$ cat config.mk
export PLATFORM = sky130hd
export DESIGN_NAME = seq_divider
export DESIGN_NICKNAME = d
export VERILOG_FILES = /design/src/rtl/seq_divider.sv
export SDC_FILE = /design/constraint.sdc
export NUM_CORES = 1
export LEC_CHECK = 0
export BUFFER_PORTS_ARGS = -buffer_cell sky130_fd_sc_hd__buf_2
export CAP_MARGIN = 10
export CORE_ASPECT_RATIO = 1.2
export CORE_UTILIZATION = 40
export CTS_CLUSTER_SIZE = 14
export DETAILED_ROUTE_END_ITERATION = 16
export PLACE_DENSITY = 0.62
export SLEW_MARGIN = 20
export SYNTH_ARGS = -nofsm -noshare
export SYNTH_HDL_FRONTEND = slang
export SYNTH_SLANG_ARGS = --single-unit
$ cat constraint.sdc
create_clock -name clk -period 3.11 [get_ports clk]
set_clock_uncertainty 0.05 [all_clocks]
set_input_delay 0.1555 -clock clk [delete_from_list [all_inputs] [get_ports clk]]
set_output_delay 0.1555 -clock clk [all_outputs]
set_load 0.1 [all_outputs]
$ cat src/rtl/seq_divider.sv
// Sequential restoring divider: one quotient bit per clock, start/done handshake.
// Optional two's-complement mode is enabled by defining DIV_SIGNED_EN.
module seq_divider #(
    parameter int WIDTH = 4
) (
    input  logic             clk,
    input  logic             rst_n,
    input  logic             start,
    input  logic [WIDTH-1:0] Dividend,
    input  logic [WIDTH-1:0] Divisor,
    output logic             busy,
    output logic             done,
    output logic [WIDTH-1:0] Quotient,
    output logic [WIDTH-1:0] Remainder,
    output logic             div_by_zero,
    output logic [1:0]       dbg_state
);

    // Handshake: start is sampled only in IDLE; an accepted start latches the
    // operands. done is a one-cycle pulse during which the result outputs are
    // valid; they then hold until the next completion or reset.

    localparam int CW = $clog2(WIDTH + 1);

    typedef enum logic [1:0] {
        IDLE = 2'd0,
        CALC = 2'd1,
        DONE = 2'd2
    } state_t;

    state_t           state;
    state_t           state_next;
    logic [CW-1:0]    cnt;
    logic [WIDTH-1:0] rem_r;
    logic [WIDTH-1:0] quo_r;
    logic [WIDTH-1:0] dsr_r;

    logic             accept;
    logic             last;
    logic             div_zero;
    logic [WIDTH-1:0] dividend_mag;
    logic [WIDTH-1:0] divisor_mag;
    logic [WIDTH:0]   r_shift;
    logic [WIDTH:0]   diff;
    logic             step_ok;
    logic [WIDTH-1:0] r_next;
    logic [WIDTH-1:0] q_next;
    logic [WIDTH-1:0] q_final;
    logic [WIDTH-1:0] r_final;

`ifdef DIV_SIGNED_EN
    logic q_neg_r;
    logic r_neg_r;

    // The most-negative value maps onto its own unsigned magnitude, so
    // most-negative / -1 falls out of the same core without a special case.
    assign dividend_mag = Dividend[WIDTH-1] ? (WIDTH'(0) - Dividend) : Dividend;
    assign divisor_mag  = Divisor[WIDTH-1]  ? (WIDTH'(0) - Divisor)  : Divisor;
    assign q_final      = q_neg_r ? (WIDTH'(0) - q_next) : q_next;
    assign r_final      = r_neg_r ? (WIDTH'(0) - r_next) : r_next;
`else
    assign dividend_mag = Dividend;
    assign divisor_mag  = Divisor;
    assign q_final      = q_next;
    assign r_final      = r_next;
`endif

    assign accept   = (state == IDLE) && start;
    assign div_zero = (Divisor == '0);
    assign last     = (cnt == CW'(WIDTH - 1));

    // Partial remainder stays below the divisor, so WIDTH+1 bits hold the
    // shifted value and the top bit of the difference is the borrow.
    assign r_shift = {rem_r, quo_r[WIDTH-1]};
    assign diff    = r_shift - {1'b0, dsr_r};
    assign step_ok = ~diff[WIDTH];
    assign r_next  = step_ok ? diff[WIDTH-1:0] : r_shift[WIDTH-1:0];
    assign q_next  = {quo_r[WIDTH-2:0], step_ok};

    always_ff @(posedge clk or negedge rst_n) begin
        if (!rst_n) begin
            state <= IDLE;
        end else begin
            state <= state_next;
        end
    end

    always_comb begin
        state_next = state;
        case (state)
            IDLE: begin
                if (start) begin
                    state_next = div_zero ? DONE : CALC;
                end
            end
            CALC: begin
                if (last) begin
                    state_next = DONE;
                end
            end
            DONE:    state_next = IDLE;
            default: state_next = IDLE;
        endcase
    end

    always_ff @(posedge clk or negedge rst_n) begin
        if (!rst_n) begin
            cnt         <= '0;
            rem_r       <= '0;
            quo_r       <= '0;
            dsr_r       <= '0;
            Quotient    <= '0;
            Remainder   <= '0;
            div_by_zero <= 1'b0;
`ifdef DIV_SIGNED_EN
            q_neg_r     <= 1'b0;
            r_neg_r     <= 1'b0;
`endif
        end else if (accept) begin
            if (div_zero) begin
                Quotient    <= '1;
                Remainder   <= Dividend;
                div_by_zero <= 1'b1;
            end else begin
                cnt   <= '0;
                rem_r <= '0;
                quo_r <= dividend_mag;
                dsr_r <= divisor_mag;
`ifdef DIV_SIGNED_EN
                q_neg_r <= Dividend[WIDTH-1] ^ Divisor[WIDTH-1];
                r_neg_r <= Dividend[WIDTH-1];
`endif
            end
        end else if (state == CALC) begin
            rem_r <= r_next;
            quo_r <= q_next;
            cnt   <= cnt + CW'(1);
            if (last) begin
                Quotient    <= q_final;
                Remainder   <= r_final;
                div_by_zero <= 1'b0;
            end
        end
    end

    assign busy      = (state == CALC);
    assign done      = (state == DONE);
    assign dbg_state = state;

endmodule

# Yosys cells after proc, flatten, opt, wreduce, memory -nomap -nowiden
# Cells that the tools add are included.
# Widths: inputs -> output; s select.
# word_totals
reg_bits,26
latch_bits,0
ram_bits,0
mem_bits_ro,0
input_bits,11
out_inout_bits,13
wordCells,54
memories,0
# classes
addsub,2
mul,0
div_mod_pow,0
n_lt_le_gt_ge,0
n_eq_ne,7
shift,0
muxes,26
n_bitwise,2
n_reduce_logical,9
# ops
cell,count
$mux 4,15
$mux 3,3
$mux 2,3
$reduce_and 2->1,3
$sub 5x4->5,1
$logic_not 4->1,1
$mux 1,4
$ne 2x1->1 const B,2
$ne 2x2->1 const B,2
$pmux 2 s2,1
$reduce_bool 2->1,2
$add 3x1->3 const B,1
$eq 3x2->1 const B,1
$reduce_and 3->1,1
$eq 2x1->1 const B,1
$eq 2x2->1 const B,1
$logic_not 2->1,1
$not 1->1,2
$logic_and 1x1->1,1

# Depth between registers and ports, before layout
# depth
ltp_word,5
ltp_mapped,8
ltp_nobuf,8

# Worst setup path after synthesis
# OpenSTA, ideal clock, no wires.
# synth_timing
kind,reg2reg
start,reg state[0] (netlist: dbg_state[0])
end,reg rem_r[3]
setup_ns,0.096
arrival_ns,2.467
t_required_ns,2.964
path_slack_ns,0.497
path_stages_with_launch,5
path_buffers,0
period_less_slack_ns,2.613
path_cell_list,dfrtp_1 > or2b_2 > inv_1 > a21oi_1 > o31ai_1
# synth_between
elab_cells_between_ends,7
classes_between,eq/ne: 2; mux: 1; reduce/logical: 4
# synth_lines
item,line,source
"start, declared",31,state_t state;
"start signal, assigned",84,state <= state_next;
$eq 2x1->1,n/a,
via busy,11,"output logic busy,"
$reduce_bool 2->1 (no source line),n/a,
$reduce_and 2->1 (no source line),n/a,
"end signal, assigned",135,rem_r <= r_next;
"end, declared",34,logic [WIDTH-1:0] rem_r;
# The timed path passes the listed nets, and every way through them passes these cells.
# A chain may end at the register's enable or synchronous reset.

# Worst setup path after layout
# layout_timing
start,reg quo_r[3]
end,reg Remainder[2]
# layout_between
elab_chain_cells,5
# layout_lines
item,line,source
"start, declared",35,logic [WIDTH-1:0] quo_r;
"start signal, assigned",127,quo_r <= dividend_mag;
"start signal, assigned",136,quo_r <= q_next;
$sub 5x4->5,75,"assign diff = r_shift - {1'b0, dsr_r};"
$mux 4,77,assign r_next = step_ok ? diff[WIDTH-1:0] : r_shift[WIDTH-1:0];
$mux 4,138,if (last) begin
$mux 4,134,end else if (state == CALC) begin
$mux 4,119,end else if (accept) begin
"end signal, assigned",122,Remainder <= Dividend;
"end signal, assigned",140,Remainder <= r_final;
"end, declared",14,"output logic [WIDTH-1:0] Remainder,"
# No other way between the ends. The select of a mux whose other input is x is not followed.

==> impl_metrics.env <==
export IMPL_synth_top_cells_by_area="dfrtp_1 (48%), ha_1 (5.5%), nand2_1 (4.9%)"
export IMPL_via_density_per_instance=5.40
export IMPL_synth_async_reset_ratio=1.00
export IMPL_grt_ovfl_total=0
export IMPL_grt_most_used_layer="met2"
export IMPL_setup_tns_after_final_layout_ns=0
export IMPL_timing_worst_slew_pin_value_ns=0.586
export IMPL_drt_pre_antenna_iters=4
export IMPL_clock_tree_buffer_depth=2
export IMPL_post_route_period_util=0.767
export IMPL_hp_class="input port to register"
export IMPL_timing_fmax_ghz=0.419
export IMPL_cp_required_ns=3.29
export IMPL_fraction_of_layout_cells_with_a_size_suffix_above_1=0.226
export IMPL_report_final_setup_viol=0
export IMPL_timing_critical_path_arrival_ns=2.57
export IMPL_worst_skew_pair_late_latency_ns=0.33
export IMPL_grt_use_met2=0.327
export IMPL_yosys_register_bits=26
export IMPL_antenna_fix_cells=0
export IMPL_rsz_0062_raised_after_global_routing="no"
export IMPL_post_synth_inst_count=136
export IMPL_synth_most_common_cell="dfrtp_1"
export IMPL_initialDrtViolationCount=19
export IMPL_yosys_area_share_xor_xnor=0.0256
export IMPL_wire_length_of_the_first_global_routing_pass_mm=5.15
export IMPL_synthesis_area_um2=1370
export IMPL_worstSetupEndpointType="register"
export IMPL_placement_rows=22
export IMPL_grt_antenna_before_repair=0
export IMPL_die_height_um=66.0
export IMPL_routed_wl_mm=2.85
export IMPL_clock_sink_count=26
export IMPL_grt_use_met3=0.0235
export IMPL_dp_worst_setup_slack_ns=0.742
export IMPL_post_cts_resize_count=0
export IMPL_setup_fix_bufs_post_cts=0
export IMPL_kind_of_start_point_of_the_critical_path="register"
export IMPL_synthSimpleGateAreaFrac=0.185
export IMPL_worst_path_maximum_fanout=6
export IMPL_cts_tree="done"
export IMPL_post_synth_num_cell_types=39
export IMPL_die_w_um=55.4
export IMPL_vias_in_the_first_global_route=1168
export IMPL_drc=0
export IMPL_area_sequential_um2=651
export IMPL_area_delta_synth_final_pct=17.4
export IMPL_antenna_violating_nets_post_route=0
export IMPL_status="completed"
export IMPL_detailed_route_wire_length_per_cell_um=14.2
export IMPL_finalNetCount=183
export IMPL_yosysSeqAreaShare=0.476
export IMPL_post_route_min_period_ns=2.38
export IMPL_h_tree_level_count=1
export IMPL_fillCellCount=293
export IMPL_maxSlewViolCount=0
export IMPL_cts_hold_buffers_added=5
export IMPL_timing_setup_critical_path_class="register to register"
export IMPL_globalplace_congestion=0.862
export IMPL_timing_final_ws_setup_ns=0.726
export IMPL_finalHoldViolations=0
export IMPL_maximum_number_of_pins_on_one_net_before_global_route_repair=27
export IMPL_post_synth_most_frequent_cells="dfrtp_1 (26), nand2_1 (18), nor2_1 (13)"
export IMPL_cts_clk_slew_worst_paths_ns=0.15
export IMPL_hpwl_mm=2.08
export IMPL_total_number_of_vias=1079
export IMPL_syn_avg_cell_area_um2=10.0
export IMPL_netlist_area_leader_share=0.476
export IMPL_synthMuxAreaShare=0.0339
export IMPL_synth_compound_area_share=0.167
export IMPL_synth_top_family_by_area="simple AND/OR/NAND/NOR gates"
export IMPL_synth_adder_area_share=0.0696
export IMPL_synth_warning_count=0
export IMPL_synth_main_ff_cell="dfrtp_1"
export IMPL_synth_top_area_cell="dfrtp_1"
export IMPL_ctsRootBufferMaster="clkbuf_4"
export IMPL_initial_core_util=0.432
export IMPL_use_met1=0.219
export IMPL_ios=24
export IMPL_floorplan_die_area_um2=3650
export IMPL_timing_max_cap_violations=0
export IMPL_nets_in_the_synthesized_netlist=154
export IMPL_synth_edf_count=0
export IMPL_placement_io_buffers=23
export IMPL_multiInputGateArea_um2=657
export IMPL_grt_util_all_layers=0.184
export IMPL_cts_buffers_inserted=3
export IMPL_core_area_um2=3170
export IMPL_relSlewSlack=0.610
cell usage in the layout (no fill, tap or decap), drive strengths merged:
cell type	instances
dfrtp	26
buf	24
nand2	20
nor2	13
o21ai	10
inv	7
ha	6
a22o	5
a31oi	5
dlygate4sd3	5
nor3	4
a21oi	4
clkbuf	3
nor3b	3
xnor2	2
mux2i	2
or3	2
nand3	2
a21o	2
o22a	2
xor2	2
a41oi	2
mux2	2
or2b	1
nor2b	1
or3b	1
or4	1
nand3b	1
nand2b	1
o2bb2ai	1
o22ai	1
o31ai	1
fa	1
bufinv	1
per-stage QoR:
step	util	instances	hold WS [ns]	instance area [um^2]
global route	0.507	200	0.0156	1600
global placement	0.474	191	0.133	1500
detailed placement	0.474	191	0.141	1500
floorplan	-	136	-0.190	1370
CTS	0.507	200	0.00930	1600
finish	0.507	200	0.0236	1600
cells by family after synthesis:
| family | Yosys count |
|---|---|
| AND/OR/NAND/NOR | 50 |
| multiplexers | 4 |
| buffers and inverters | 12 |
| adder cells (fa/ha/maj) | 7 |
| XOR/XNOR | 4 |
| AO/OA/AOI/OAI | 33 |
| flip-flops | 26 |
area by class of cell:
class,instances,share of cell area
multi-input combinational,98,0.410
sequential,26,0.406
timing repair buffer,29,0.108
tap,36,0.0281
clock inverter,1,0.0187
inverter,7,0.0164
clock buffer,3,0.0140
routing by layer:
metal	routed length, um	share of wire
met4	60	0.021
met2	1370	0.48
met3	58	0.020
met5	0	0
met1	1350	0.48
sequential cells by signal, indices dropped and copies added, names as in the netlist:
signal and count:
Quotient 4, Remainder 4, dsr_r 4, quo_r 4, rem_r 4, cnt 3
dbg_state 2, div_by_zero 1
worst max-delay path: stages (launching register included):
cell	delay (ns)
dfrtp_1	0.41
inv_1	0.08
ha_1	0.22
fa_1	0.40
nand2b_1	0.17
o2bb2ai_2	0.17
xnor2_1	0.41
mux2i_1	0.28
a31oi_1	0.10
path summary, 6_finish.rpt:
kind,startpoint,endpoint,slack [ns],cells past startpoint
min in group asynchronous,rst_n,div_by_zero,0.29,2
worst min register to register,div_by_zero,div_by_zero,0.44,2
worst max register to register,quo_r[3],Remainder[2],0.73,8
max in group asynchronous,rst_n,rem_r[0],2.33,2
worst max-delay path,quo_r[3],Remainder[2],0.73,8
worst min-delay path,Dividend[2],quo_r[2],0.02,3
Power is not shown: default switching activity piles up to over one toggle a cycle in this logic, so the estimate is an artifact.
